`src/rtl/srt4_pkg.sv`:
```
// ---------------------------------------------------------------------------
// srt4_pkg
// Shared definitions for the SRT radix-4 divider control sequencer:
//   - srt4_state_t : sequencer state encoding (3 bits, IDLE = 0)
//   - SRT4_DW      : default operand bus width
//   - SRT4_N_ITER  : default number of radix-4 iterations per division
// ---------------------------------------------------------------------------
package srt4_pkg;

  localparam int SRT4_DW     = 9;
  localparam int SRT4_N_ITER = 4;

  typedef enum logic [2:0] {
    S_IDLE   = 3'd0,
    S_LOAD_A = 3'd1,
    S_LOAD_B = 3'd2,
    S_CHECK  = 3'd3,
    S_ITER   = 3'd4,
    S_CORR   = 3'd5,
    S_DONE   = 3'd6
  } srt4_state_t;

  // True for every state in which a division is in flight.
  function automatic logic srt4_is_busy(input srt4_state_t s);
    return (s != S_IDLE);
  endfunction

endpackage

```
`src/rtl/srt4_iter_cnt.sv`:
```
// ---------------------------------------------------------------------------
// srt4_iter_cnt
// Clearable CW-bit iteration counter with a terminal-count flag.
// Ports:
//   i_clk  : clock
//   i_rst  : asynchronous active-high reset (count -> 0)
//   i_clr  : synchronous clear, has priority over i_inc
//   i_inc  : advance the count by one
//   o_cnt  : current iteration index
//   o_tc   : high when o_cnt is the last iteration (N_ITER-1)
// ---------------------------------------------------------------------------
module srt4_iter_cnt
  import srt4_pkg::*;
#(
  parameter int CW     = 8,
  parameter int N_ITER = SRT4_N_ITER
) (
  input  logic          i_clk,
  input  logic          i_rst,
  input  logic          i_clr,
  input  logic          i_inc,
  output logic [CW-1:0] o_cnt,
  output logic          o_tc
);

  localparam logic [CW-1:0] LP_LAST = CW'(N_ITER - 1);

  logic [CW-1:0] r_cnt;

  // Iteration index register: clear wins over increment.
  always_ff @(posedge i_clk or posedge i_rst) begin
    if (i_rst) begin
      r_cnt <= '0;
    end else if (i_clr) begin
      r_cnt <= '0;
    end else if (i_inc) begin
      r_cnt <= r_cnt + CW'(1);
    end else begin
      r_cnt <= r_cnt;
    end
  end

  assign o_cnt = r_cnt;
  assign o_tc  = (r_cnt == LP_LAST);

endmodule

```
`src/rtl/srt4_seq.sv`:
```
// ---------------------------------------------------------------------------
// srt4_seq
// Control sequencer for the SRT radix-4 divider datapath. Loads dividend and
// divisor over a shared operand bus, runs N_ITER iterations, one correction
// slot, then holds the result until the consumer takes it.
// Ports:
//   i_clk, i_rst          : clock, asynchronous active-high reset
//   i_start               : division request (sampled only in IDLE)
//   i_abort               : synchronous cancel back to IDLE
//   i_op_valid/o_op_ready : operand word handshake on the shared bus
//   o_dmx_sel             : bus demux select (0 dividend, 1 divisor)
//   o_ld_a, o_ld_b        : dividend / divisor register load enables
//   o_clr                 : clear quotient/remainder registers
//   i_div_zero            : datapath flag, loaded divisor is zero
//   o_iter_en, o_iter_cnt : iteration enable and current iteration index
//   i_rem_neg             : datapath flag, final partial remainder negative
//   o_corr_en             : apply remainder/quotient correction
//   o_res_valid/i_res_ready : result handshake
//   o_div_err             : divide-by-zero, qualified by o_res_valid
//   o_busy                : sequencer not idle
// ---------------------------------------------------------------------------
module srt4_seq
  import srt4_pkg::*;
#(
  parameter int DW     = SRT4_DW,
  parameter int N_ITER = SRT4_N_ITER,
  parameter int CW     = 8
) (
  input  logic          i_clk,
  input  logic          i_rst,
  input  logic          i_start,
  input  logic          i_abort,
  input  logic          i_op_valid,
  output logic          o_op_ready,
  output logic          o_dmx_sel,
  output logic          o_ld_a,
  output logic          o_ld_b,
  output logic          o_clr,
  input  logic          i_div_zero,
  output logic          o_iter_en,
  output logic [CW-1:0] o_iter_cnt,
  input  logic          i_rem_neg,
  output logic          o_corr_en,
  output logic          o_res_valid,
  input  logic          i_res_ready,
  output logic          o_div_err,
  output logic          o_busy
);

  // Reject parameter sets the counter cannot represent.
  if ((DW < 1) || (N_ITER < 1) || (N_ITER > 255) || ((2 ** CW) < N_ITER)) begin : g_param_check
    $error("srt4_seq: illegal parameter set");
  end

  srt4_state_t   r_state;
  srt4_state_t   w_next;
  logic          r_err;
  logic          w_cnt_clr;
  logic          w_cnt_inc;
  logic          w_tc;
  logic [CW-1:0] w_cnt;

  // The counter only runs in ITER; anywhere else (and on abort or the last
  // iteration) it is held at zero so ITER always starts from index 0.
  assign w_cnt_inc = (r_state == S_ITER);
  assign w_cnt_clr = i_abort | (r_state != S_ITER) | w_tc;

  srt4_iter_cnt #(
    .CW     (CW),
    .N_ITER (N_ITER)
  ) u_iter_cnt (
    .i_clk (i_clk),
    .i_rst (i_rst),
    .i_clr (w_cnt_clr),
    .i_inc (w_cnt_inc),
    .o_cnt (w_cnt),
    .o_tc  (w_tc)
  );

  // State register.
  always_ff @(posedge i_clk or posedge i_rst) begin
    if (i_rst) begin
      r_state <= S_IDLE;
    end else begin
      r_state <= w_next;
    end
  end

  // Next-state logic; abort overrides every transition.
  always_comb begin
    w_next = r_state;
    if (i_abort) begin
      w_next = S_IDLE;
    end else begin
      case (r_state)
        S_IDLE:   w_next = i_start    ? S_LOAD_A : S_IDLE;
        S_LOAD_A: w_next = i_op_valid ? S_LOAD_B : S_LOAD_A;
        S_LOAD_B: w_next = i_op_valid ? S_CHECK  : S_LOAD_B;
        S_CHECK:  w_next = i_div_zero ? S_DONE   : S_ITER;
        S_ITER:   w_next = w_tc       ? S_CORR   : S_ITER;
        S_CORR:   w_next = S_DONE;
        S_DONE:   w_next = i_res_ready ? S_IDLE  : S_DONE;
        default:  w_next = S_IDLE;
      endcase
    end
  end

  // Divide-by-zero flag: captured in CHECK, dropped on handshake or abort.
  always_ff @(posedge i_clk or posedge i_rst) begin
    if (i_rst) begin
      r_err <= 1'b0;
    end else if (i_abort) begin
      r_err <= 1'b0;
    end else if (r_state == S_CHECK) begin
      r_err <= i_div_zero;
    end else if ((r_state == S_DONE) && i_res_ready) begin
      r_err <= 1'b0;
    end else begin
      r_err <= r_err;
    end
  end

  // Output decode: Moore from state; the enables that touch datapath
  // registers are additionally gated off in an abort cycle.
  always_comb begin
    o_op_ready  = 1'b0;
    o_dmx_sel   = 1'b0;
    o_ld_a      = 1'b0;
    o_ld_b      = 1'b0;
    o_clr       = 1'b0;
    o_iter_en   = 1'b0;
    o_corr_en   = 1'b0;
    o_res_valid = 1'b0;
    o_div_err   = 1'b0;
    case (r_state)
      S_IDLE: begin
        o_clr = i_start & ~i_abort;
      end
      S_LOAD_A: begin
        o_op_ready = 1'b1;
        o_ld_a     = i_op_valid & ~i_abort;
      end
      S_LOAD_B: begin
        o_op_ready = 1'b1;
        o_dmx_sel  = 1'b1;
        o_ld_b     = i_op_valid & ~i_abort;
      end
      S_ITER: begin
        o_iter_en = ~i_abort;
      end
      S_CORR: begin
        o_corr_en = i_rem_neg & ~i_abort;
      end
      S_DONE: begin
        o_res_valid = 1'b1;
        o_div_err   = r_err;
      end
      default: begin
        o_op_ready = 1'b0;
      end
    endcase
    o_busy = srt4_is_busy(r_state);
  end

  assign o_iter_cnt = w_cnt;

endmodule

```
`config.mk`:
```
export PLATFORM = sky130hd
export DESIGN_NAME = srt4_seq
export DESIGN_NICKNAME = d
export VERILOG_FILES = /design/src/rtl/srt4_pkg.sv /design/src/rtl/srt4_iter_cnt.sv /design/src/rtl/srt4_seq.sv
export SDC_FILE = /design/constraint.sdc
export NUM_CORES = 1
export LEC_CHECK = 0
export ABC_CLOCK_PERIOD_IN_PS = 2800
export CELL_PAD_IN_SITES_DETAIL_PLACEMENT = 1
export CELL_PAD_IN_SITES_GLOBAL_PLACEMENT = 2
export CORE_UTILIZATION = 27
export DETAILED_ROUTE_END_ITERATION = 8
export MAX_ROUTING_LAYER = met4
export PLACE_DENSITY = 0.85
export SYNTH_ARGS = -nofsm -noshare
export SYNTH_HDL_FRONTEND = slang
export SYNTH_HIERARCHICAL = 1
export SYNTH_SLANG_ARGS = --single-unit
```
`constraint.sdc`:
```
create_clock -name i_clk -period 2.8 [get_ports i_clk]
set_input_delay 0.42 -clock i_clk [delete_from_list [all_inputs] [get_ports i_clk]]
set_output_delay 0.42 -clock i_clk [all_outputs]
set_load 0.02 [all_outputs]
```
**Word level (Yosys, flattened, before mapping)**

Index checks and enable logic that the tools add are counted.

- Mux-type cells: 22
- Multipliers: 0
- Bitwise gates (word level): 6
- Div/mod/pow operators: 0
- $lt $le $gt $ge: 0
- Reduce and logical (&&, ||, !) cells: 6
- $add $sub $neg: 1
- Shift-type cells: 0
- Equal/unequal tests: 8

Operator list:

| kind | number |
|---|---|
| case mux 3 bit (7 select lines) | 1 |
| two-way mux 8 bit | 2 |
| two-way mux 1 bit | 15 |
| == test 3 bit, second input constant | 3 |
| adder 8 x 1 -> 8 bit, second input constant | 1 |
| == test 8 x 2 -> 1 bit, second input constant | 1 |
| == test 3 x 2 -> 1 bit, second input constant | 2 |
| two-way mux 3 bit | 2 |
| nonzero test 3 bit | 2 |
| two-way mux 2 bit | 2 |
| bitwise AND 1 bit | 3 |
| == test 3 x 1 -> 1 bit, second input constant | 1 |
| zero test 3 bit | 1 |
| != test 3 bit, second input constant | 1 |
| bitwise OR 1 bit | 2 |
| nonzero test 2 bit | 1 |
| OR reduction 2 bit | 1 |
| logical AND 1 bit | 1 |
| NOT 1 bit | 1 |

- Memory bits (read-only): 0
- Input port bits: 8
- Memory bits (writable): 0
- Bits in registers: 12
- Memories: 0
- Latch bits: 0

**Longest topological paths before layout**

- Depth in word-level cells: 5
- Depth in mapped cells: 8

**Modules after synthesis**

The synthesis kept the hierarchy.

By module, submodules not included:

| module | cells an instance | area an instance (sq um) | instances | sequential area each (sq um) |
|---|---|---|---|---|
| srt4_iter_cnt | 42 | 416.6 | 1 | 200.2 |
| srt4_seq | 51 | 370.4 | 1 | 100.1 |

**Worst setup path after synthesis**

Ideal clock, no wire load.

- Path kind: reg-to-reg
- From: register u_iter_cnt.r_cnt[0] (netlist: u_iter_cnt/o_cnt[0])
- To: register u_iter_cnt.r_cnt[5] (netlist: u_iter_cnt/o_cnt[5])
- Path buffers: 1
- Arrival: 1.975 ns
- Stages on the path, launching flop included: 9
- Path slack: 0.747 ns
- Path through: dfrtp_1 > ha_1 > nand3_1 > nor4_1 > or3_1 > buf_4 > o2111ai_4 > or3_1 > a21oi_1

- Cells in the longest elaborated chain, start to end: 3
- Elaborated cells on any way between the ends: 6

RTL lines:

| element | line | RTL |
|---|---|---|
| from (decl) | srt4_iter_cnt.sv:28 | `logic [CW-1:0] r_cnt;` |
| from (signal assigned) | srt4_iter_cnt.sv:37 | `r_cnt <= r_cnt + CW'(1);` |
| from (signal assigned) | srt4_iter_cnt.sv:39 | `r_cnt <= r_cnt;` |
| == test 8 x 2 -> 1 bit * | srt4_iter_cnt.sv:44 | `assign o_tc = (r_cnt == LP_LAST);` |
| via w_tc | srt4_seq.sv:60 | `logic w_tc;` |
| bitwise OR 1 bit * | srt4_seq.sv:66 | `assign w_cnt_clr = i_abort \| (r_state != S_ITER) \| w_tc;` |
| via w_cnt_clr | srt4_seq.sv:58 | `logic w_cnt_clr;` |
| two-way mux 8 bit or nonzero test 2 bit (tied branches) | -- |  |

The timed path passes the listed nets; every way through them passes the cells marked *. The select of a mux whose other input is x is not followed.
A chain may end at the register's enable or synchronous reset.

**Worst setup path in the final report**

- From: register r_state[0]
- To: output o_iter_en

- Cells in the longest elaborated chain, start to end: 2

RTL lines:

| element | line | RTL |
|---|---|---|
| from (decl) | srt4_seq.sv:55 | `srt4_state_t r_state;` |
| from (signal assigned) | srt4_seq.sv:85 | `r_state <= w_next;` |
| == test 3 bit | srt4_seq.sv:135 | `case (r_state)` |
| two-way mux 1 bit | srt4_seq.sv:135 |  |
| to (decl) | srt4_seq.sv:40 | `output logic o_iter_en,` |

No other way between the ends.

==> results.py <==
metrics = {
    "cts": {
        "post_cts_resized": 0,
        "cts_sinks": 12,
        "clk_pin_slew_ns": 0.08,
        "cts-root-buf": "clkbuf_4",
        "htree_levels": 1,
        "cts_made_buffers": 3,
        "cts_hold_buf": 0,
        "cts_setup_buffers": 0,
        "clk_latency_ns": 0.27,
        "cts_tree": "built",
        "clockBufferDepth": 2,
    },
    "synthesis": {
        "yosysTopAreaCell": "dfrtp_1",
        "ys_top_cells_by_area": "dfrtp_1 38%, nor2_1 6.7%, a21oi_1 4.5%",
        "synth_top_area_share_pct": 38.16,
        "synth_cells": 93,
        "synth_area_sq_um": 787.0,
        "synth_nets": 102,
        "synth_cell_types": 31,
        "synth-seq-cells": 12,
        "ys_warn_count": 6,
        "synth-seq-area-share_pct": 38.16,
        "avgSynthCellArea_sq_um": 8.462,
    },
    "critical_path": {
        "path_max_fanout": 14,
        "critPathKind": "reg -> out",
        "worstPathArrival_ns": 1.96,
        "required_ns": 2.38,
        "critPathCaptureType": "output pin",
        "r2r_slack_ns": 0.43,
        "startpoint_type": "flop",
    },
    "grt": {
        "grt_overflow_total": 0,
        "antenna_found_initial": 0,
        "grt_pass1_vias": 765,
        "grt_start_max_net_pins": 19,
        "grt_first_pass_wirelength_mm": 3.443,
        "track_usage_pct": 13.99,
    },
    "pwr": {
        "p_leak_nw": 0.4270,
        "power_frac_comb_pct": 17.7,
        "p_seq_share_pct": 47.0,
        "peakVddDrop_uv": 193.0,
        "p_per_area_nw_per_um2": 373.8,
        "internal_power_mw": 0.2902,
        "p_switching_mw": 0.1088,
        "swShare_pct": 27.26,
        "clkPwrFrac_pct": 35.4,
    },
    "floorplanning": {
        "coreArea_sq_um": 2758,
        "dieArea_sq_um": 3135,
        "io_pins": 26,
        "die_w_um": 55.99,
        "start_util_pct": 28.54,
        "die_h_um": 55.99,
        "rows": 19,
    },
    "sta": {
        "finalCritPeriodShare_pct": 85.06,
        "finalMaxSlewViolations": 0,
        "worst-slew-pin-transition_ns": 0.4977,
        "setup_violations": 0,
        "fin_crit_ns": 2.382,
        "slew_headroom_pct": 66.82,
        "timing.setup.tns_ns": 0,
        "fmax_mhz": 419.9,
        "rsz0062_at_grt": "false",
        "finalHoldViolCount": 0,
        "finClkSkew_ns": 0.003892,
    },
    "run": {
        "drv_cap": 0,
    },
    "routing": {
        "finalWirelength_mm": 2.071,
        "wl_per_cell_um": 14.09,
        "drc": 0,
        "via_count": 752,
        "viasPerCell": 5.116,
        "firstDrtPassIters": 4,
        "ant_nets": 0,
        "drt_first_iter_violations": 12,
    },
    "place": {
        "place_hpwl_mm": 1.589,
        "gp_congestion": 0.7268,
        "port_buffers": 25,
    },
    "cells_and_area": {
        "mostFrequentLayoutCells": "25 x clkdlybuf4s50_1, 14 x nor2_1, 12 x dfrtp_1",
        "num_antenna_cells": 0,
        "fin_util_pct": 38.70,
        "layout_commonest_cell": "clkdlybuf4s50_1",
        "finalNetCount": 126,
        "area_growth_pct": 35.61,
        "layout-drive-gt1-share_pct": 6.034,
    },
    "outcome": {
        "status": "completed",
    },
    "hold_path": {
        "hp-class": "in -> async",
    },
}
## cells by family after synthesis
logic type	count (synthesis)	synth area share, %
simple gates	44	28.30
fa+ha+maj	1	1.590
flops	12	38.16
buf+inv	11	8.108
xor+xnor	4	4.452
compound gates	20	18.13
mux	1	1.272
## area by class of cell
type | instances | area [sq um]
timing repair buffer | 25 | 250.2
multi-input combinational | 70 | 422.9
clock buffer | 4 | 36.28
inverter | 5 | 18.77
sequential | 12 | 300.3
tap | 31 | 38.79
fill | 330 | 1690
## power groups by stage
| stage | sequential [mW] | combinational [mW] | clock, mW |
|---|---|---|---|
| 2_1_floorplan | 0.182 | 0.0491 | 0 |
| 3_3_place_gp | 0.191 | 0.0700 | 0 |
| 3_5_place_dp | 0.191 | 0.0708 | 0 |
| 4_1_cts | 0.187 | 0.0711 | 0.145 |
| 5_1_grt | 0.188 | 0.0763 | 0.154 |
| 6_report | 0.187 | 0.0706 | 0.141 |
## flip-flops by register name (all words and copies together), names as in the netlist
| register | cells |
|---|---|
| r_err | 1 |
| r_state | 3 |
| u_iter_cnt/o_cnt | 8 |
## path summary, 6_finish.rpt
check,cells after the start,to,from
max,4,o_iter_en,r_state[0]
min,2,r_err,i_rst
max reg2reg,7,u_iter_cnt/o_cnt[7],u_iter_cnt/o_cnt[0]
min reg2reg,2,r_err,r_err
max in group asynchronous,2,u_iter_cnt/o_cnt[7],i_rst
min in group i_clk,2,r_err,r_err
## critical path: stages (launching register included)
cell and delay, ns:
dfrtp_1 0.53, nor2_1 0.25, nand2_1 0.13, nor2_1 0.15, clkdlybuf4s50_1 0.62
## cells in the mapped netlist
master	instances
buf_4	1
inv_1	5
o21bai_1	1
nand2b_1	3
mux2i_1	1
xor2_1	3
o21ai_0	6
nand4_1	2
buf_2	3
and2b_1	2
a31o_2	1
nand3_1	5
and3_1	2
o211a_1	1
a31oi_1	1
a21oi_1	7
nor4_1	1
o2111ai_4	1
or3_1	5
buf_6	2
nor2b_1	1
xnor2_1	1
and2_1	1
dfrtp_1	12
nor2_1	14
nand2_1	5
nand3b_1	1
a21oi_2	1
ha_1	1
nor3_1	2
a311o_1	1
## metal layers
layer  track usage (%)  part of all wire [%]  wire length, um  up-vias
met4             4.181                  0.19                4        0
met1             18.04                    48              999      372
met5                 -                     0                0        -
met3             3.023                   2.2               46        2
met2             22.11                    49             1019       12
li1                  -                     -                -      366
## metrics by stage
| step | setup slack (ns) | hold slack, ns | std cells | cell area, sq um | total power, mW |
|---|---|---|---|---|---|
| 2_1_floorplan | 0.7473 | 0.1861 | 93 | 787.0 | 0.2316 |
| 3_3_place_gp | 0.4644 | 0.5660 | 143 | 1031 | 0.2605 |
| 3_5_place_dp | 0.4221 | 0.5865 | 143 | 1031 | 0.2615 |
| 4_1_cts | 0.4092 | 0.3529 | 147 | 1067 | 0.4036 |
| 5_1_grt | 0.2691 | 0.3920 | 147 | 1067 | 0.4183 |
| 6_report | 0.4184 | 0.3557 | 147 | 1067 | 0.3990 |
Power figures use the tool's default switching activity.
